## src/rtl/adjust_ctrl.sv

```systemverilog
// Push-button adjustment controller: synchronizes/debounces four keys and drives
// one-hot inc/dec/reset strobes with hold-to-repeat into the selected filter stage.

module adjust_ctrl_deb #(
  parameter int DEBOUNCE = 4
) (
  input  logic clk,
  input  logic rst,
  input  logic i_raw,
  output logic o_lvl
);
  localparam int CW = $clog2(DEBOUNCE) + 1;

  logic [1:0]    r_sync;
  logic          r_clean;
  logic [CW-1:0] r_cnt;

  always_ff @(posedge clk or posedge rst) begin
    if (rst) begin
      r_sync  <= '0;
      r_clean <= 1'b0;
      r_cnt   <= '0;
    end else begin
      r_sync <= {r_sync[0], i_raw};
      if (r_sync[1] == r_clean) begin
        r_cnt <= '0;
      end else if (r_cnt == CW'(DEBOUNCE - 1)) begin
        r_clean <= ~r_clean;
        r_cnt   <= '0;
      end else begin
        r_cnt <= r_cnt + 1'b1;
      end
    end
  end

  assign o_lvl = r_clean;
endmodule

module adjust_ctrl #(
  parameter int NUM_TGT      = 4,
  parameter int DEBOUNCE     = 500000,
  parameter int REPEAT_DELAY = 25000000,
  parameter int REPEAT_RATE  = 5000000
) (
  input  logic               clk,
  input  logic               rst,
  input  logic               btn_up,
  input  logic               btn_down,
  input  logic               btn_sel,
  input  logic               btn_clr,
  output logic [NUM_TGT-1:0] inc,
  output logic [NUM_TGT-1:0] dec,
  output logic [NUM_TGT-1:0] tgt_rst,
  output logic [2:0]         sel,
  output logic               repeating
);
  localparam int NBTN = 4;
  localparam int TMAX = (REPEAT_DELAY > REPEAT_RATE) ? REPEAT_DELAY : REPEAT_RATE;
  localparam int TW   = $clog2(TMAX) + 1;
  localparam logic [TW-1:0] T_DLY  = TW'(REPEAT_DELAY - 1);
  localparam logic [TW-1:0] T_RATE = TW'(REPEAT_RATE - 1);

  typedef enum logic [1:0] {S_IDLE, S_WAIT, S_REPEAT, S_LOCK} state_t;

  logic [NBTN-1:0]    w_raw, w_lvl;
  logic [1:0]         r_prev;
  logic               w_u, w_d, w_sel_rise, w_clr_rise, w_held, w_opp;
  state_t             r_state, w_nstate;
  logic               r_dir, w_ndir;
  logic [TW-1:0]      r_timer, w_ntimer;
  logic [2:0]         r_sel, w_nsel;
  logic               w_pinc, w_pdec, w_ptrst;
  logic [NUM_TGT-1:0] r_inc, r_dec, r_trst, w_oh;

  assign w_raw = {btn_clr, btn_sel, btn_down, btn_up};

  generate
    for (genvar gi = 0; gi < NBTN; gi++) begin : g_btn
      adjust_ctrl_deb #(.DEBOUNCE(DEBOUNCE)) u_deb (
        .clk   (clk),
        .rst   (rst),
        .i_raw (w_raw[gi]),
        .o_lvl (w_lvl[gi])
      );
    end
  endgenerate

  assign w_u        = w_lvl[0];
  assign w_d        = w_lvl[1];
  assign w_sel_rise = w_lvl[2] & ~r_prev[0];
  assign w_clr_rise = w_lvl[3] & ~r_prev[1];
  assign w_held     = r_dir ? w_u : w_d;
  assign w_opp      = r_dir ? w_d : w_u;
  assign w_oh       = {{(NUM_TGT-1){1'b0}}, 1'b1} << r_sel;

  // Clear beats select beats the up/down machine; both force LOCKOUT.
  always_comb begin
    w_nstate = r_state;
    w_ndir   = r_dir;
    w_ntimer = r_timer;
    w_nsel   = r_sel;
    w_pinc   = 1'b0;
    w_pdec   = 1'b0;
    w_ptrst  = 1'b0;
    if (w_clr_rise) begin
      w_ptrst  = 1'b1;
      w_nstate = S_LOCK;
    end else if (w_sel_rise) begin
      w_nsel   = (r_sel == 3'(NUM_TGT - 1)) ? 3'd0 : r_sel + 3'd1;
      w_nstate = S_LOCK;
    end else begin
      case (r_state)
        S_IDLE: begin
          if (w_u && w_d) begin
            w_nstate = S_LOCK;
          end else if (w_u || w_d) begin
            w_pinc   = w_u;
            w_pdec   = w_d;
            w_ndir   = w_u;
            w_ntimer = T_DLY;
            w_nstate = S_WAIT;
          end
        end
        S_WAIT, S_REPEAT: begin
          if (!w_held) begin
            w_nstate = S_IDLE;
          end else if (w_opp) begin
            w_nstate = S_LOCK;
          end else if (r_timer == '0) begin
            w_pinc   = r_dir;
            w_pdec   = ~r_dir;
            w_ntimer = T_RATE;
            w_nstate = S_REPEAT;
          end else begin
            w_ntimer = r_timer - 1'b1;
          end
        end
        default: begin
          if (!w_u && !w_d) w_nstate = S_IDLE;
        end
      endcase
    end
  end

  always_ff @(posedge clk or posedge rst) begin
    if (rst) begin
      r_prev  <= '0;
      r_state <= S_IDLE;
      r_dir   <= 1'b0;
      r_timer <= '0;
      r_sel   <= '0;
      r_inc   <= '0;
      r_dec   <= '0;
      r_trst  <= '0;
    end else begin
      r_prev  <= w_lvl[3:2];
      r_state <= w_nstate;
      r_dir   <= w_ndir;
      r_timer <= w_ntimer;
      r_sel   <= w_nsel;
      r_inc   <= w_pinc  ? w_oh : '0;
      r_dec   <= w_pdec  ? w_oh : '0;
      r_trst  <= w_ptrst ? w_oh : '0;
    end
  end

  assign inc       = r_inc;
  assign dec       = r_dec;
  assign tgt_rst   = r_trst;
  assign sel       = r_sel;
  assign repeating = (r_state == S_REPEAT);
endmodule
```

## config.mk

```make
export PLATFORM = sky130hd
export DESIGN_NAME = adjust_ctrl
export DESIGN_NICKNAME = d
export VERILOG_FILES = /design/src/rtl/adjust_ctrl.sv
export SDC_FILE = /design/constraint.sdc
export NUM_CORES = 1
export LEC_CHECK = 0
export CORE_MARGIN = 2
export CORE_UTILIZATION = 30
export CTS_BUF_LIST = sky130_fd_sc_hd__clkbuf_8
export DETAILED_ROUTE_END_ITERATION = 10
export PLACE_DENSITY = 0.43
export SETUP_SLACK_MARGIN = 0.15
export SYNTH_ARGS = -nofsm -noshare
export SYNTH_HDL_FRONTEND = slang
export SYNTH_HIERARCHICAL = 1
export SYNTH_SLANG_ARGS = --single-unit
```

## constraint.sdc

```tcl
create_clock -name clk -period 2.6 [get_ports clk]
set_clock_uncertainty 0.15 [all_clocks]
set_input_delay 0.26 -clock clk [delete_from_list [all_inputs] [get_ports clk]]
set_output_delay 0.26 -clock clk [all_outputs]
set_load 0.01 [all_outputs]
```

### After elaboration in Yosys (flattened, before gate mapping)

Index checks and enable logic that the tools add are counted.
W data, S select, Z words.

| word-level totals | value |
|---|---|
| bits in registers | 138 |
| bits in latches | 0 |
| bits in writable memories | 0 |
| bits in read-only memories | 0 |
| input port bits | 6 |
| logic and storage cells | 124 |
| memories | 0 |

| operators by class | value |
|---|---|
| $add $sub $neg | 6 |
| $mul | 0 |
| div/mod/pow operators | 0 |
| order comparisons | 0 |
| equality and inequality tests | 17 |
| shifts and indexed selects | 1 |
| multiplexer cells | 46 |
| bitwise gates (word level) | 16 |
| reduce and logical (&&, ||, !) cells | 18 |

Operator list:

| operator | number |
|---|---|
| $mux W20 | 8 |
| $mux W26 | 5 |
| $add A20 B1 Y20 const B | 4 |
| $eq A20 B19 Y1 const B | 4 |
| $pmux W26 S2 | 1 |
| $logic_not A26 Y1 | 1 |
| $sub A26 B1 Y26 const B | 1 |
| $mux W1 | 17 |
| $mux W2 | 8 |
| $not A1 Y1 | 14 |
| $mux W4 | 3 |
| $reduce_and A2 Y1 | 5 |
| $ne A2 B2 Y1 const B | 4 |
| $reduce_and A7 Y1 | 1 |
| $ne A6 B6 Y1 const B | 1 |
| $ne A5 B5 Y1 const B | 1 |
| $reduce_and A5 Y1 | 1 |
| $reduce_bool A5 Y1 | 1 |
| $eq A1 B1 Y1 | 4 |
| $pmux W1 S2 | 2 |
| $pmux W2 S2 | 1 |
| $shl A1 B3 Y4 const A | 1 |
| $add A3 B1 Y3 const B | 1 |
| $eq A3 B2 Y1 const B | 1 |
| 11 further kinds | 14 |

### Depth between registers and ports, before layout

Gate-level depths: netlist of run 1.

| depth | value |
|---|---|
| word-level depth | 8 |
| mapped depth | 10 |

### Cells and area by module

Netlist of run 1, hierarchy kept.

By module, submodules not included:

| module | instances | cells each | area each (µm²) | sequential area each (µm²) |
|---|---|---|---|---|
| adjust_ctrl_deb (g_btn[0].u_deb ...) | 3 | 111 | 1,144.8 | 575.6 |
| adjust_ctrl | 1 | 259 | 2,497.4 | 1,151.1 |
| adjust_ctrl_deb (g_btn[3].u_deb) | 1 | 113 | 1,132.3 | 575.6 |

### Worst setup path after synthesis of run 1

Ideal clock, no wire load.

| timing path | value |
|---|---|
| path kind | reg-to-reg |
| start | reg r_timer[0] |
| end | reg r_timer[14] |
| setup time | 0.071 ns |
| arrival | 2.161 ns |
| required time | 2.379 ns |
| path slack | 0.217 ns |
| cell stages (with the launch flop) | 9 |
| buffers on the path | 2 |
| clock period less this slack | 2.383 ns |
| cells stage by stage | dfrtp_1 > inv_1 > ha_1 > or4b_1 > clkbuf_1 > or3_1 > buf_2 > or4_1 > nand3_1 |

| on the way | value |
|---|---|
| longest elaborated chain between the ends | 5 |
| elaborated cells between the ends (all ways) | 6 |

Ends and longest elaborated chain:

| element | RTL line | source |
|---|---|---|
| start: declaration | 70 | `logic [TW-1:0] r_timer, w_ntimer;` |
| start signal: assignment | 159 | `r_timer <= w_ntimer;` |
| $sub A26 B1 Y26 or $logic_not A26 Y1 (tied branches) | 135, 129 |  |
| $mux W26 * | 129 | `end else if (r_timer == '0) begin` |
| $mux W26 * | 127 | `end else if (w_opp) begin` |
| $mux W26 * | 125 | `if (!w_held) begin` |
| $pmux W26 S2 * | 112 | `case (r_state)` |

Every way passes the cells marked *; elsewhere a longest branch is shown, timed or not. The select of a mux whose other input is x is not followed.
A chain may end at the register's enable or synchronous reset.

### Worst setup path in the final report of run 1

| timing path | value |
|---|---|
| start | reg r_state[0] |
| end | reg r_timer[15] |

| on the way | value |
|---|---|
| longest elaborated chain between the ends | 4 |
| elaborated cells between the ends (all ways) | 11 |

Ends and longest elaborated chain:

| element | RTL line | source |
|---|---|---|
| start: declaration | 68 | `state_t r_state, w_nstate;` |
| start signal: assignment | 157 | `r_state <= w_nstate;` |
| $eq A2 B2 Y1 or $eq A2 B1 Y1 (tied branches) | 112 |  |
| $reduce_or A2 Y1 | 112 |  |
| $ne A2 B2 Y1 (no line) or $reduce_bool A2 Y1 (tied branches) | -- |  |
| $reduce_and A7 Y1 (no line) | -- |  |

Several ways; a longest one is shown, not always the timed one.

==> results.toml, run 1 <==
[sta]
report.final.hold_viol_count = 0
rsz0062_at_grt = "true"
fmax_mhz = 419
relSlewSlack_pct = 55.0
tightest_slew_ps = 669
tns_ps = 0
slew_violations = 0
setup_viol = 0
layout_min_cycle_time_ps = 2390
fin_crit_sh_pct = 91.8
setup_ws_ps = 214

[critical_path]
worst-path-buf-inv = 2
critPathLaunch = "r_state[0]"
cp-end-kind = "register"
path_cells = "inv_1 > ha_1 > nor4bb_4 > a31o_4 > o21ai_2 > buf_12 > or4_1 > a21oi_1"
rr_startpoint = "r_state[0]"
critPathMaxFanout = 36
cpMaxStageDelayCell = "or4_1"
cp_top_family = "simple AND/OR/NAND/NOR gates"
cp-start-kind = "register"
path_class = "reg2reg"
required_ps = 2800
worst_ep_arrival_time_ps = 2590
max_stage_delay_ps = 510

[cells_and_area]
final_nets = 773
drive_above_1_share_pct = 13.4
syn_to_final_growth_pct = 16.7
fin_util_pct = 35.4
diodes = 0

[cts]
cts.path.max_buffers = 2
path_clk_slew_ps = 90
root_buffer = "clkbuf_8"
cts_tree = "built"
clock-sinks = 138
cts_buffers = 17
htreeDepth = 4
insertion_delay_ps = 450
hold_buffers = 0

[floorplan]
die_w_um = 157
die_y_um = 157
start_util_pct = 30.4
die_area_um2 = 24800
coreArea_um2 = 23300
io_pins = 22
row_count = 56

[yosys]
synthTopCellsByArea = "dfrtp_1 (49%), xnor2_1 (7.2%), nor2_1 (5.8%), nor4_1 (2.7%), nand3_1 (2.3%)"
syn-instance-count = 705
synth_most_common_cell = "dfrtp_1"
synth_adder_area_share_pct = 2.30
synth_top_family_by_area = "simple AND/OR/NAND/NOR gates"
synthMuxAreaShare_pct = 1.63
synth_area_per_cell_um2 = 10.0
synth_xor_area_share_pct = 9.17
synth_top_flop_cell = "dfrtp_1"
yosys.area.top_type_share_pct = 48.9
syn_nets = 724
synth_cell_types = 64
yosys_register_bits = 138
async_reset_ff_share_pct = 100
ys_seq_area_share_pct = 48.9
yosys_warnings = 6
ys_top_cells_by_count = "dfrtp_1 (138), nor2_1 (109), xnor2_1 (58)"
synth-edff-count = 0
synth-simple-area-share_pct = 26.0
synth_compound_area_share_pct = 8.61
netlist.top_cell.by_area = "dfrtp_1"
syn_area_um2 = 7060

[place]
place_congestion = 0.789
dp_hpwl_mm = 11.7
port_buffers = 21
place_ws_ps = 57.5

[route]
wire_per_inst_um = 15.1
drt_iter0_drc = 222
wl_mm = 16.3
via_per_inst = 4.95
drc = 0
vias = 5366
ant_nets = 0
drt_first_pass_iters = 4

[pwr]
ir_worst_vdd_mv = 0.266
leakage_nw = 3.46
powerDensity_nw_per_um2 = 488

[flow_run]
maxCapViolations = 0

[min_path]
hold_class = "in2reg"
min-delay-start = "btn_up"

[global_routing]
grt_max_degree = 37
grt_pass1_vias = 5317
grt_usage_pct = 14.2
grt_pass1_wl_mm = 27.9
grt-ovfl-total = 0
antenna_found_initial = 0

[status]
status = "complete, no violations"
through the flow:
| step | hold WS (ps) | instances | power [mW] | instance area, µm² |
|---|---|---|---|---|
| floorplan | 112 | 705 | 2.31 | 7060 |
| global placement | 187 | 1052 | 2.35 | 7790 |
| detailed placement | 185 | 1052 | 2.35 | 7790 |
| CTS | 67.2 | 1083 | 4.11 | 8170 |
| global route | 64.5 | 1085 | 4.23 | 8240 |
| finish | 106 | 1085 | 4.02 | 8240 |
registers in the layout, indices dropped and copies added, names as in the netlist:
register and flops:
r_state 2, tgt_rst 4, r_prev 2, dec 4
g_btn.u_deb/r_cnt 80, sel 3, g_btn.u_deb/o_lvl 4, r_dir 1
r_timer 26, inc 4, g_btn.u_deb/r_sync 8
logic make-up after synthesis:
| group | count (synthesis) |
|---|---|
| simple gates | 328 |
| flops | 138 |
| compound gates | 87 |
| xor+xnor | 74 |
| buf+inv | 54 |
| fa+ha+maj | 13 |
| mux | 11 |
layout by cell type (no fill, tap or decap), drive strengths merged, types with 3 or more instances in the layout:
master / n
o211ai: 8
dfrtp: 138
nor4: 34
clkdlybuf4s50: 21
a21oi: 22
or4: 16
nand4: 28
nand2: 29
clkbuf: 18
or3: 12
o31a: 3
or2: 3
nor2b: 3
or4bb: 3
xor2: 16
clkinv: 6
o31ai: 10
xnor2: 58
ha: 13
and3: 5
a211o: 3
mux2: 4
inv: 36
nor3: 28
and2: 5
nor2: 112
o21ai: 23
mux2i: 7
buf: 30
nand3: 34
nand2b: 8
and4: 3
routing by layer:
metal | routed length [µm] | vias up | track usage, %
li1 | - | 2606 | -
met2 | 8110 | 60 | 22.7
met4 | 117 | 0 | 4.72
met3 | 359 | 7 | 3.50
met5 | 0 | - | 0
met1 | 7750 | 2693 | 18.9
what timing repair did:
action | in CTS | in global routing
setup endpoints to repair | 7 | 22
setup buffers | 0 | 2
pin swaps | 0 | 2
gates resized for setup | 2 | 10
where the power goes:
group / leakage (nW) / switching, mW / internal (mW)
Sequential: 1.90 / 0.0221 / 2.17
Combinational: 1.36 / 0.0822 / 0.0353
Clock: 0.197 / 0.848 / 0.865
Total: 3.46 / 0.952 / 3.07
final timing paths:
check                      depth (start not counted)  slack, ps                  endpoint
setup / recovery                                   8        210               r_timer[15]
hold / removal                                     1        110  g_btn[0].u_deb/r_sync[0]
setup reg to reg                                   8        210               r_timer[15]
hold reg to reg                                    0        200  g_btn[2].u_deb/r_sync[1]
max in group asynchronous                          3       1430               r_timer[15]
min in group asynchronous                          3        240  g_btn[0].u_deb/r_sync[0]
cell type report:
| type | instances | area [µm²] |
|---|---|---|
| clock buffer | 18 | 248 |
| clock inverter | 13 | 129 |
| sequential | 138 | 3450 |
| multi-input combinational | 513 | 3440 |
| timing repair buffer | 51 | 452 |
| tap | 319 | 399 |
| fill | 2437 | 15000 |
| inverter | 33 | 124 |
(Power assumes the default switching activity.)
==> run 2: changes to the inputs <==
- MAX_ROUTING_LAYER: unset -> met4
==> run 2 against run 1 <==
Net effect: core utilization did not move; maximum frequency rose by 0.18%; flip-flop and latch count did not move; clock power barely moved; first-iteration DRC count rose by 17%; die area did not move; hold slack got worse by 7.0 ps; final cell count did not move; critical endpoint unchanged; highest routed layer unchanged.
==> results.toml, run 2 (synthesized netlist as in run 1, its figures left out) <==
[status]
status = "complete, no violations"

[sta]
layout_min_cycle_time_ps = 2380
tightest_slew_ps = 662
report.final.hold_viol_count = 0
slew_violations = 0
fmax_mhz = 420
rsz0062_at_grt = "true"
setup_viol = 0
worst_hold_slack_ps = 99.0
tns_ps = 0
fin_crit_sh_pct = 91.6
setup_ws_ps = 218
relSlewSlack_pct = 55.5

[critical_path]
rr_startpoint = "r_state[0]"
path_class = "reg2reg"
cp-start-kind = "register"
worst_ep_arrival_time_ps = 2600
reg2reg_slack_ps = 220
required_ps = 2820
cp-end-kind = "register"
reg2reg_depth = 8
critPathMaxFanout = 36
r2r_end = "r_timer[15]"

[place]
port_buffers = 21
dp_hpwl_mm = 11.7
place_congestion = 0.800
place_ws_ps = 57.5

[route]
wire_per_inst_um = 15.1
via_per_inst = 4.96
vias = 5384
ant_nets = 0
drc = 0
wl_mm = 16.4
drt_first_pass_iters = 4
drt_iter0_drc = 260

[cells_and_area]
top_register = "g_btn.u_deb/r_cnt"
layout_commonest_cell = "dfrtp_1"
largestRegisters = "g_btn.u_deb/r_cnt x80, r_timer x26, g_btn.u_deb/r_sync x8"
drive_above_1_share_pct = 13.4
final_nets = 773
syn_to_final_growth_pct = 16.7
largest_register_ffs = 80
final_cell_mix = "dfrtp_1 (138), nor2_1 (109), xnor2_1 (58)"
diodes = 0

[pwr]
p_total_mw = 4.03
leakage_nw = 3.46
ir_worst_vdd_mv = 0.278
powerDensity_nw_per_um2 = 488

[cts]
htreeDepth = 4
hold_buffers = 0
cts_tree = "built"
path_clk_slew_ps = 80
cts_buffers = 17
clock-sinks = 138
root_buffer = "clkbuf_8"
cts.path.max_buffers = 2
insertion_delay_ps = 450

[floorplan]
die_w_um = 157
die_y_um = 157
io_pins = 22
coreArea_um2 = 23300
start_util_pct = 30.4
row_count = 56
die_area_um2 = 24800

[min_path]
min_delay_path_depth = 1
hold_path_end = "g_btn[0].u_deb/r_sync[0]"
hold_class = "in2reg"
min-delay-start = "btn_up"

[flow_run]
maxCapViolations = 0

[global_routing]
grt_pass1_wl_mm = 28.0
antenna_found_initial = 0
grt_max_degree = 37
grt-ovfl-total = 0
grt_pass1_vias = 5319
grt_usage_pct = 14.7
run 2: stage by stage:
stage / cell area [µm²] / std cells / utilization [%]
floorplan: 7060 / 705 / -
global placement: 7790 / 1052 / 33.5
detailed placement: 7790 / 1052 / 33.5
CTS: 8170 / 1083 / 35.1
global route: 8240 / 1085 / 35.4
finish: 8240 / 1085 / 35.4
run 2: per-layer routing:
layer  routed length [µm]  global-route usage [%]
met5                    0                       -
met4                  248                    4.59
met3                  382                    3.58
met2                 7910                    22.7
met1                 7840                    19.1
run 2: where the power goes:
part | total (mW) | internal (mW) | switching (mW)
Sequential | 2.19 | 2.17 | 0.0221
Combinational | 0.118 | 0.0354 | 0.0825
Clock | 1.72 | 0.864 | 0.855
run 2: worst max-delay path by stage:
stage | from | endpoint | slack, ps | depth (start not counted)
floorplan | r_timer[0] | r_timer[14] | 220 | 8
global placement | r_timer[0] | r_timer[11] | 110 | 7
detailed placement | r_timer[0] | r_timer[11] | 60 | 7
CTS | r_state[1] | r_timer[15] | 150 | 8
global route | r_state[1] | r_timer[15] | 70 | 8
finish | r_state[0] | r_timer[15] | 220 | 8
run 2: worst max-delay path, stage by stage, from the launching register on:
cell	delay [ps]
dfrtp_1	370
inv_1	80
ha_1	340
nor4bb_4	260
a31o_4	150
o21ai_2	70
buf_12	190
or4_1	510
a21oi_1	170
run 2: what timing repair did:
action                     4_1_cts  5_1_grt
setup endpoints to repair        7       22
gates resized for setup          2       10
buffers inserted                 0        2
pin swaps                        0        2
run 2: final cells by class:
| type | count | area [µm²] |
|---|---|---|
| multi-input combinational | 513 | 3440 |
| timing repair buffer | 51 | 452 |
| clock inverter | 13 | 129 |
| clock buffer | 18 | 248 |
| inverter | 33 | 124 |
| tap | 319 | 399 |
| sequential | 138 | 3450 |
| fill | 2437 | 15000 |
==> run 3: changes to the inputs <==
- CTS_CLUSTER_DIAMETER: unset -> 60
==> results of run 3 <==
Final layout, timing and power as in run 2 (identical DEF).
